`src/rtl/whack_round_engine.sv`:
```
// Round/score datapath for whack-a-mole: timed rounds, edge-detected hits, score RAM logging.
// Optional WHACK_MISS_PENALTY_EN: a press on a non-mole hole costs one point (floored at 0).
module whack_round_engine #(
    parameter int NUM_HOLES       = 4,
    parameter int SCORE_W         = 8,
    parameter int TICKS_PER_ROUND = 50000000,
    parameter int NUM_ROUNDS      = 16,
    parameter int ADDR_W          = 5
) (
    input  logic                                  clk,
    input  logic                                  Reset,
    input  logic                                  start,
    input  logic [$clog2(NUM_HOLES)-1:0]          mole_sel,
    input  logic [NUM_HOLES-1:0]                  hit_btn,
    output logic [NUM_HOLES-1:0]                  mole_on,
    output logic [SCORE_W-1:0]                    score,
    output logic [$clog2(NUM_ROUNDS+1)-1:0]       round_cnt,
    output logic                                  round_tick,
    output logic                                  game_start,
    output logic                                  game_done,
    output logic                                  wren,
    output logic [ADDR_W-1:0]                     address,
    output logic [SCORE_W-1:0]                    data_out
);

    localparam int HW = $clog2(NUM_HOLES);
    localparam int RW = $clog2(NUM_ROUNDS + 1);
    localparam int TW = $clog2(TICKS_PER_ROUND);

    typedef enum logic [1:0] {IDLE, SHOW, WRITE, DONE} state_t;

    state_t               state;
    logic [NUM_HOLES-1:0] btn_prev;
    logic [TW-1:0]        tick_cnt;
    logic [HW-1:0]        hole;

    logic [NUM_HOLES-1:0] btn_edge;
    logic                 hit;
    logic                 timeout;
    logic                 last_round;
    logic                 launch;

    function automatic logic [SCORE_W-1:0] sat_inc(input logic [SCORE_W-1:0] s);
        return (s == {SCORE_W{1'b1}}) ? s : s + 1'b1;
    endfunction

    function automatic logic [SCORE_W-1:0] sat_dec(input logic [SCORE_W-1:0] s);
        return (s == '0) ? s : s - 1'b1;
    endfunction

    function automatic logic [NUM_HOLES-1:0] onehot(input logic [HW-1:0] h);
        logic [NUM_HOLES-1:0] r;
        r    = '0;
        r[h] = 1'b1;
        return r;
    endfunction

    assign btn_edge   = hit_btn & ~btn_prev;
    assign hit        = btn_edge[hole];
    assign timeout    = (tick_cnt == TW'(TICKS_PER_ROUND - 1));
    assign last_round = (round_cnt == RW'(NUM_ROUNDS - 1));
    // In DONE, the cycle with wren still high is the write itself; a new game waits for game_done.
    assign launch     = start && ((state == IDLE) || (state == DONE && !wren));
    assign data_out   = score;

`ifdef WHACK_MISS_PENALTY_EN
    logic miss;
    assign miss = |(btn_edge & ~onehot(hole));
`endif

    always_ff @(posedge clk) begin
        if (Reset) begin
            state      <= IDLE;
            btn_prev   <= '0;
            tick_cnt   <= '0;
            hole       <= '0;
            mole_on    <= '0;
            score      <= '0;
            round_cnt  <= '0;
            round_tick <= 1'b0;
            game_start <= 1'b0;
            game_done  <= 1'b0;
            wren       <= 1'b0;
            address    <= '0;
        end else begin
            btn_prev   <= hit_btn;
            round_tick <= 1'b0;
            wren       <= 1'b0;
            if (launch) begin
                state      <= SHOW;
                score      <= '0;
                round_cnt  <= '0;
                tick_cnt   <= '0;
                hole       <= mole_sel;
                mole_on    <= onehot(mole_sel);
                game_start <= 1'b1;
                game_done  <= 1'b0;
            end else begin
                case (state)
                    SHOW: begin
                        if (hit || timeout) begin
                            if (hit)
                                score <= sat_inc(score);
                            round_tick <= 1'b1;
                            round_cnt  <= round_cnt + 1'b1;
                            if (last_round) begin
                                state   <= WRITE;
                                mole_on <= '0;
                            end else begin
                                tick_cnt <= '0;
                                hole     <= mole_sel;
                                mole_on  <= onehot(mole_sel);
                            end
                        end else begin
                            tick_cnt <= tick_cnt + 1'b1;
`ifdef WHACK_MISS_PENALTY_EN
                            if (miss)
                                score <= sat_dec(score);
`endif
                        end
                    end
                    // Round-end pulse occupies this cycle; the RAM write follows it.
                    WRITE: begin
                        wren       <= 1'b1;
                        game_start <= 1'b0;
                        state      <= DONE;
                    end
                    DONE: begin
                        if (wren) begin
                            address   <= address + 1'b1;
                            game_done <= 1'b1;
                        end
                    end
                    default: ;
                endcase
            end
        end
    end

endmodule

```
`config.mk`:
```
export PLATFORM = sky130hd
export DESIGN_NAME = whack_round_engine
export DESIGN_NICKNAME = d
export VERILOG_FILES = /design/src/rtl/whack_round_engine.sv
export SDC_FILE = /design/constraint.sdc
export NUM_CORES = 1
export LEC_CHECK = 0
export CAP_MARGIN = 20
export CORE_UTILIZATION = 49
export CTS_CLUSTER_DIAMETER = 80
export DETAILED_ROUTE_END_ITERATION = 10
export PLACE_DENSITY = 0.74
export SETUP_SLACK_MARGIN = 0.4
export SKIP_LAST_GASP = 1
export SYNTH_ARGS = -nofsm -noshare
export SYNTH_HDL_FRONTEND = slang
export SYNTH_SLANG_ARGS = --single-unit
```
`constraint.sdc`:
```
create_clock -name clk -period 3.25 [get_ports clk]
set_input_delay 0.8125 -clock clk [delete_from_list [all_inputs] [get_ports clk]]
set_output_delay 0.8125 -clock clk [all_outputs]
set_load 0.02 [all_outputs]
```
==> results of run 1 <==
-- stage by stage --
| stage | hold slack [ps] | power (W) | util, % | setup WS (ps) |
|---|---|---|---|---|
| floorplan | 447.6 | 0.0008528 | - | 815.8 |
| global placement | 456.0 | 0.0009016 | 59.66 | 281.9 |
| detailed placement | 453.4 | 0.0009050 | 59.66 | 255.0 |
| CTS | 472.7 | 0.001710 | 63.92 | 609.6 |
| global route | 479.9 | 0.001760 | 63.92 | 508.5 |
| finish | 468.8 | 0.001693 | 63.92 | 594.2 |
-- layer usage --
metal | track usage (%) | up-vias
met5 | 0 | -
met4 | 6.364 | 0
met3 | 8.391 | 5
met2 | 34.09 | 60
met1 | 28.89 | 1189
li1 | - | 1299
-- path summary, 6_finish.rpt --
| kind | from | to | slack, ps | cells past startpoint |
|---|---|---|---|---|
| max reg2reg | tick_cnt[0]$_SDFFE_PP0P_ | tick_cnt[24]$_SDFFE_PP0P_ | 650 | 6 |
| min | mole_on[3]$_SDFFE_PP0P_ | mole_on[3]$_SDFFE_PP0P_ | 470 | 2 |
| max | hit_btn[3] | round_cnt[3]$_SDFFE_PP0P_ | 590 | 6 |
| min reg2reg | mole_on[3]$_SDFFE_PP0P_ | mole_on[3]$_SDFFE_PP0P_ | 470 | 2 |
-- cell type report --
cell class              count  area (um2)  share of cell area (%)
flip-flops and latches     60        1201                   33.51
inverters                  13       48.80                   1.361
repair buffers             49       485.5                   13.54
well taps                  72       90.09                   2.513
multi-input cells         240        1520                   42.41
clock inverters             7       115.1                   3.211
clock buffers               9       123.9                   3.456
-- cells in the mapped netlist (2+ instances only) --
library cell and count:
o21a_1 2, or3_1 12, nor2_1 26, o31ai_1 16, nand4_1 8, and3_1 5, dfxtp_1 60, nor2b_1 5
a211oi_1 2, or4_1 16, or4_4 3, buf_2 6, xnor2_1 8, xor2_1 3, a21oi_2 2, buf_4 8
nor4_1 5, o21ai_0 12, o21ai_1 2, o22ai_1 4, a21oi_1 29, and3b_1 2, or3b_2 2, ha_1 5
a31o_2 2, clkbuf_1 12, nand2b_1 10, nand2_1 20, mux2i_1 3, nand3_1 14, nor3_1 5, inv_1 13
-- flip-flops by register name (all words and copies together) (netlist names), 2 cells and up --
register,count
hole,2
data_out,8
round_cnt,5
mole_on,4
tick_cnt,26
btn_prev,4
state,2
address,5
-- power by group --
group / leakage [nW] / switching, W / internal (W)
registers: 0.486 / 0.00000906 / 0.000748
logic: 0.522 / 0.0000786 / 0.0000533
clock network: 0.115 / 0.000298 / 0.000506
-- cells by family (layout without fill, tap and decap cells) --
| family | Yosys count | in the layout | share of synthesized area, % |
|---|---|---|---|
| xor gates and xnor gates | 11 | 11 | 3.329 |
| muxes | 5 | 5 | 2.205 |
| DFF | 60 | 60 | 41.50 |
| buffers and inverters | 39 | 78 | 6.356 |
| and+or+nand+nor | 139 | 139 | 27.11 |
| AOI/OAI and AO/OA | 80 | 80 | 17.34 |
| adders and majority gates | 5 | 5 | 2.162 |
-- worst max-delay path, delay by kind of cell --
family          cells  cell delay, ps
compound gates      2             430
mux                 1             620
buf+inv             1             470
simple gates        2             590
==> impl_results.md, run 1 <==
- Outcome: finished clean
- Via count: 2553
- Layout Area Growth over Synthesis: 23.87%
- Diode count: 0
- Clock tree sinks: 60
- Seq/Total Area, Yosys: 41.50%
- Least-Margin Pin Slew: ~700 ps
- Synth area leader: dfxtp_1
- Number of flops mapped to enable cells by yosys: 0
- Setup TNS: 0 ps
- Post-synth cell types: slightly below 50
- Tmin final: about 2700 ps
- Share of cells above drive strength 1: roughly 10%
- Final setup fails: 0
- Placed Instance Area: around 0.0033 mm2
- Total Wirelength: slightly above 6000 um
- Die width: just under 80 um
- Num ports: 43
- WL/cell: 13.79 um
- Seq cells post-synth: 60
- Ys Warns: 0
- Critical path capture point type: register
- Max-cap viol count: 0
- Clk Latency, worst-skew pair: 340 ps
- Metal3 WL: about 380 um
- Top Layer Used: met4
- Starting Density: between 50% and 60%
- Setup Buffers After CTS: 0
- Initial antenna violation count: 0
- CP peak stage delay: approximately 620 ps
- Fin. max-slew vios: 0
- Hold Path Class: register to register
- Worst vdd ir: 0.3343 mV
- Placer's final routability congestion estimate: a little over 0.8
- Met2 Wirelength: 2850 um
- Gate Count Post-Synth: approximately 340
- Root buffer cell: clkbuf_8
- Clk slew on worst S/H paths: approximately 70 ps
- Final HPWL DP: 4264 um
- CP max-delay cell: mux4_2
- Area of the die: 0.006217 mm2
- Htree depth: 3
- Placed cell count: about 430
- FILL cells: ~500
- Most common cell after layout, fill and taps aside: dfxtp_1
- Worst EP required: 3520 ps
- Vias in the first global route: about 2300
- Antenna-violating nets left: 0
- Crit Path Category: input port to register
- PwrDens: roughly 470 mW/mm2
- CTS Buf Count: 9
- CP max FO: 13
- Syn_nets: approximately 350
- First DRT Iteration DRCs: ~190
- Crit path DAT: just under 3000 ps
- RSZ-0062 raised after global routing: no
- Vias per std cell: between 5 and 6
- Num rows: 27
- DR pass1 iterations: 4
- Share of the synthesized area in the top cell type: a little over 40%
- Critical path launch point type: input port
- DRC viols: 0
- Mapped cell area: roughly 0.0029 mm2
- Total track usage: 22.16%
- Non-Filler Instances: 450
- Post-synth top flop: dfxtp_1
- Commonest non-fill, non-tap cells in the layout: dfxtp_1, clkdlybuf4s50_1, a21oi_1, nor2_1, nand2_1
- First-pass GRT wire length: ~11000 um
- Post-synthesis area per instance: ~8.5 um2
- I/O Buffers: between 40 and 50
- CTS max path bufs: 2
- Max Fclk: around 0.38 GHz
- Layout Nets: 387
- CTS resizes: 0
- Largest net degree at the start of global routing: 35
- Post-CTS Hold Fix Bufs: 0
- Synth top area cells: dfxtp_1, a21oi_1, o31ai_1, or4_1, nor2_1
- Clk_skew: between 6 and 7 ps
- CTS tree: yes
- Slew headroom: between 50% and 60%
- Core area: 0.005608 mm2
- Wire length on met1: 2918 um
- Final instance area: approximately 0.0036 mm2
- Crit path cell chain: clkdlybuf4s50_1 -> nand2b_1 -> mux4_2 -> o21a_1 -> or4_1 -> a21oi_1
- Final hold vios: 0
- Final worst-path cycle share: between 80% and 90%
- Global route overflow: 0
- Ys async rst share: 0%
- Leakage power: approximately 1.1 nW
- Die Y: slightly below 80 um
No activity file was read; power rests on OpenSTA's default activity.
==> run 2: changes to the inputs <==
clock period = 2.7 ns   (was 3.25 ns; I/O delays follow)
==> impl_results.md, run 2 (synthesis gave the netlist of run 1 again) <==
- Layout Nets: 403 (+4.1%)
- Reg2reg end: tick_cnt[22]$_SDFFE_PP0P_
- Via count: 2696 (+5.6%)
- First-pass GRT wire length: 11060 um (+2.7%)
- Total Wirelength: 6918 um (+11%)
- Global route overflow: 0 (unchanged)
- Starting Density: 51.61% (unchanged)
- Max Fclk: between 0.4 and 0.5 GHz
- CP peak stage delay: 520 ps (-100 ps)
- Hold Path Class: register to register
- Placer's final routability congestion estimate: 0.7872 (-2.4%)
- Clock tree sinks: 60 (unchanged)
- Area of the die: 0.006217 mm2 (unchanged)
- Share of cells above drive strength 1: 19.29% (+9.0 points)
- Crit Reg-Reg Startpoint: tick_cnt[1]$_SDFFE_PP0P_
- Slew headroom: 59.13% (+5.7 points)
- Crit path cell chain: clkdlybuf4s50_1 -> nand2b_1 -> mux4_2 -> o221ai_4 -> buf_6 -> buf_12 -> or4_1 -> a21oi_1
- Final hold vios: 0 (unchanged)
- Largest net degree at the start of global routing: 35 (unchanged)
- Hold Path End: mole_on[1]$_SDFFE_PP0P_
- Final HPWL DP: 4456 um (+4.5%)
- Htree depth: 3 (unchanged)
- Final worst-path cycle share: 85.03%
- Worst hold path depth: 2 (unchanged)
- Vias per std cell: 5.785 (+2.0%)
- Clk_skew: 6.595 ps (+0.05923 ps)
- Critical path launch point type: input port
- Die width: 78.85 um (unchanged)
- CTS Buf Count: 9 (unchanged)
- Max FFs per register: 26 (unchanged)
- Crit path DAT: 2580 ps (-350 ps)
- CP max FO: 17 (+4)
- Tmin final: between 2000 and 2500 ps
- Post-CTS Hold Fix Bufs: 0 (unchanged)
- Final setup fails: 0 (unchanged)
- WP buf/inv: 3 (+2)
- DRC viols: 0 (unchanged)
- Hold Path Origin: mole_on[1]$_SDFFE_PP0P_
- FILL cells: 455 (-8.5%)
- Num ports: 43 (unchanged)
- WL/cell: 14.85 um (+7.7%)
- I/O Buffers: 42 (unchanged)
- Vias in the first global route: 2384 (+3.0%)
- Die Y: 78.85 um (unchanged)
- Diode count: 0 (unchanged)
- Root buffer cell: clkbuf_8
- Worst vdd ir: 0.4192 mV (+25%)
- CP Depth: 8 (+2)
- Initial antenna violation count: 0 (unchanged)
- CP max-delay cell: or4_1
- Worst R2R Path Depth: 6 (unchanged)
- Flop2flop setup slack: 410 ps (-240 ps)
- Core area: 0.005608 mm2 (unchanged)
- Most common cell after layout, fill and taps aside: dfxtp_1
- Commonest non-fill, non-tap cells in the layout: dfxtp_1, clkdlybuf4s50_1, a21oi_1, nor2_1, nand2_1
- Biggest register: tick_cnt
- CTS tree: yes
- Max-cap viol count: 0 (unchanged)
- Clk slew on worst S/H paths: 70 ps (about the same)
- Cell family with most CP delay: buffers and inverters
- DR pass1 iterations: 4 (unchanged)
- Worst EP required: 2980 ps (-540 ps)
- CTS max path bufs: 2 (unchanged)
- Antenna-violating nets left: 0 (unchanged)
- Power, Total: 0.001932 W (+14%)
- Leakage power: 1.228 nW (+9.3%)
- First DRT Iteration DRCs: 161 (-15%)
- Layout Area Growth over Synthesis: 33.07%
- Num rows: 27 (unchanged)
- Least-Margin Pin Slew: 609.0 ps (-88.14 ps)
- Critical path capture point type: register
- Outcome: finished clean
- RSZ-0062 raised after global routing: yes
- Setup TNS: 0 ps (unchanged)
- Fin. max-slew vios: 0 (unchanged)
- Crit Path Category: input port to register
- Total track usage: 23.02% (+0.86 points)
- Clk Latency, worst-skew pair: 350 ps (about the same)
- PwrDens: 501.8 mW/mm2 (+6.3%)
==> run 2: cell type report <==
cell class	count	area (um2)	share of cell area, %
Clock buffer	9	123.9	3.216
Clock inverter	7	75.07	1.949
Tap cell	72	90.09	2.339
Inverter	13	48.80	1.267
Multi-Input combinational cell	240	1638	42.53
Sequential cell	60	1216	31.58
Timing Repair Buffer	65	659.4	17.12
==> run 2: worst min-delay path, cell delays in order, from the launching register on <==
cell,delay [ps]
dfxtp_1,310
inv_1,40
o22ai_1,70
==> run 2: worst max-delay path by stage <==
stage	startpoint	slack (ps)	end
after floorplan	hit_btn[3]	390	mole_on[3]$_SDFFE_PP0P_
after global placement	hit_btn[1]	60	round_cnt[3]$_SDFFE_PP0P_
after detailed placement	hit_btn[1]	20	round_cnt[0]$_SDFFE_PP0P_
after CTS	tick_cnt[0]$_SDFFE_PP0P_	400	tick_cnt[22]$_SDFFE_PP0P_
after global routing	tick_cnt[4]$_SDFFE_PP0P_	340	tick_cnt[25]$_SDFFE_PP0P_
final	hit_btn[0]	400	tick_cnt[20]$_SDFFE_PP0P_
==> run 2: timing repair <==
action                                  4_1_cts  5_1_grt
buffers inserted                              3        4
pin swaps                                     2        7
resized for setup                             5       23
endpoints found under the setup margin        9       27
cloned                                        0        3
==> run 2: metal layers <==
metal,vias to the layer above,global-route usage (%),wire length (um)
li1,1337,-,-
met5,-,0,0
met2,71,36.78,3287
met3,12,9.540,417
met1,1276,28.26,3092
met4,0,6.909,121
==> run 2: where the power goes <==
group / internal (W) / total, W / switching [W]
combinational: 0.0000936 / 0.000206 / 0.000112
sequential: 0.000898 / 0.000908 / 0.0000107
clock: 0.000430 / 0.000818 / 0.000388
==> run 2: per-stage QoR <==
step / instance area, um2 / hold WS [ps] / utilization, % / setup WS [ps] / cells
after floorplan: 2933 / 447.6 / - / 390.0 / 339
after global placement: 3428 / 449.3 / 61.13 / 58.00 / 440
after detailed placement: 3428 / 463.3 / 61.13 / 18.24 / 440
after CTS: 3665 / 471.9 / 65.35 / 400.0 / 459
after global routing: 3851 / 474.7 / 68.67 / 338.0 / 466
final: 3851 / 469.0 / 68.67 / 404.3 / 466
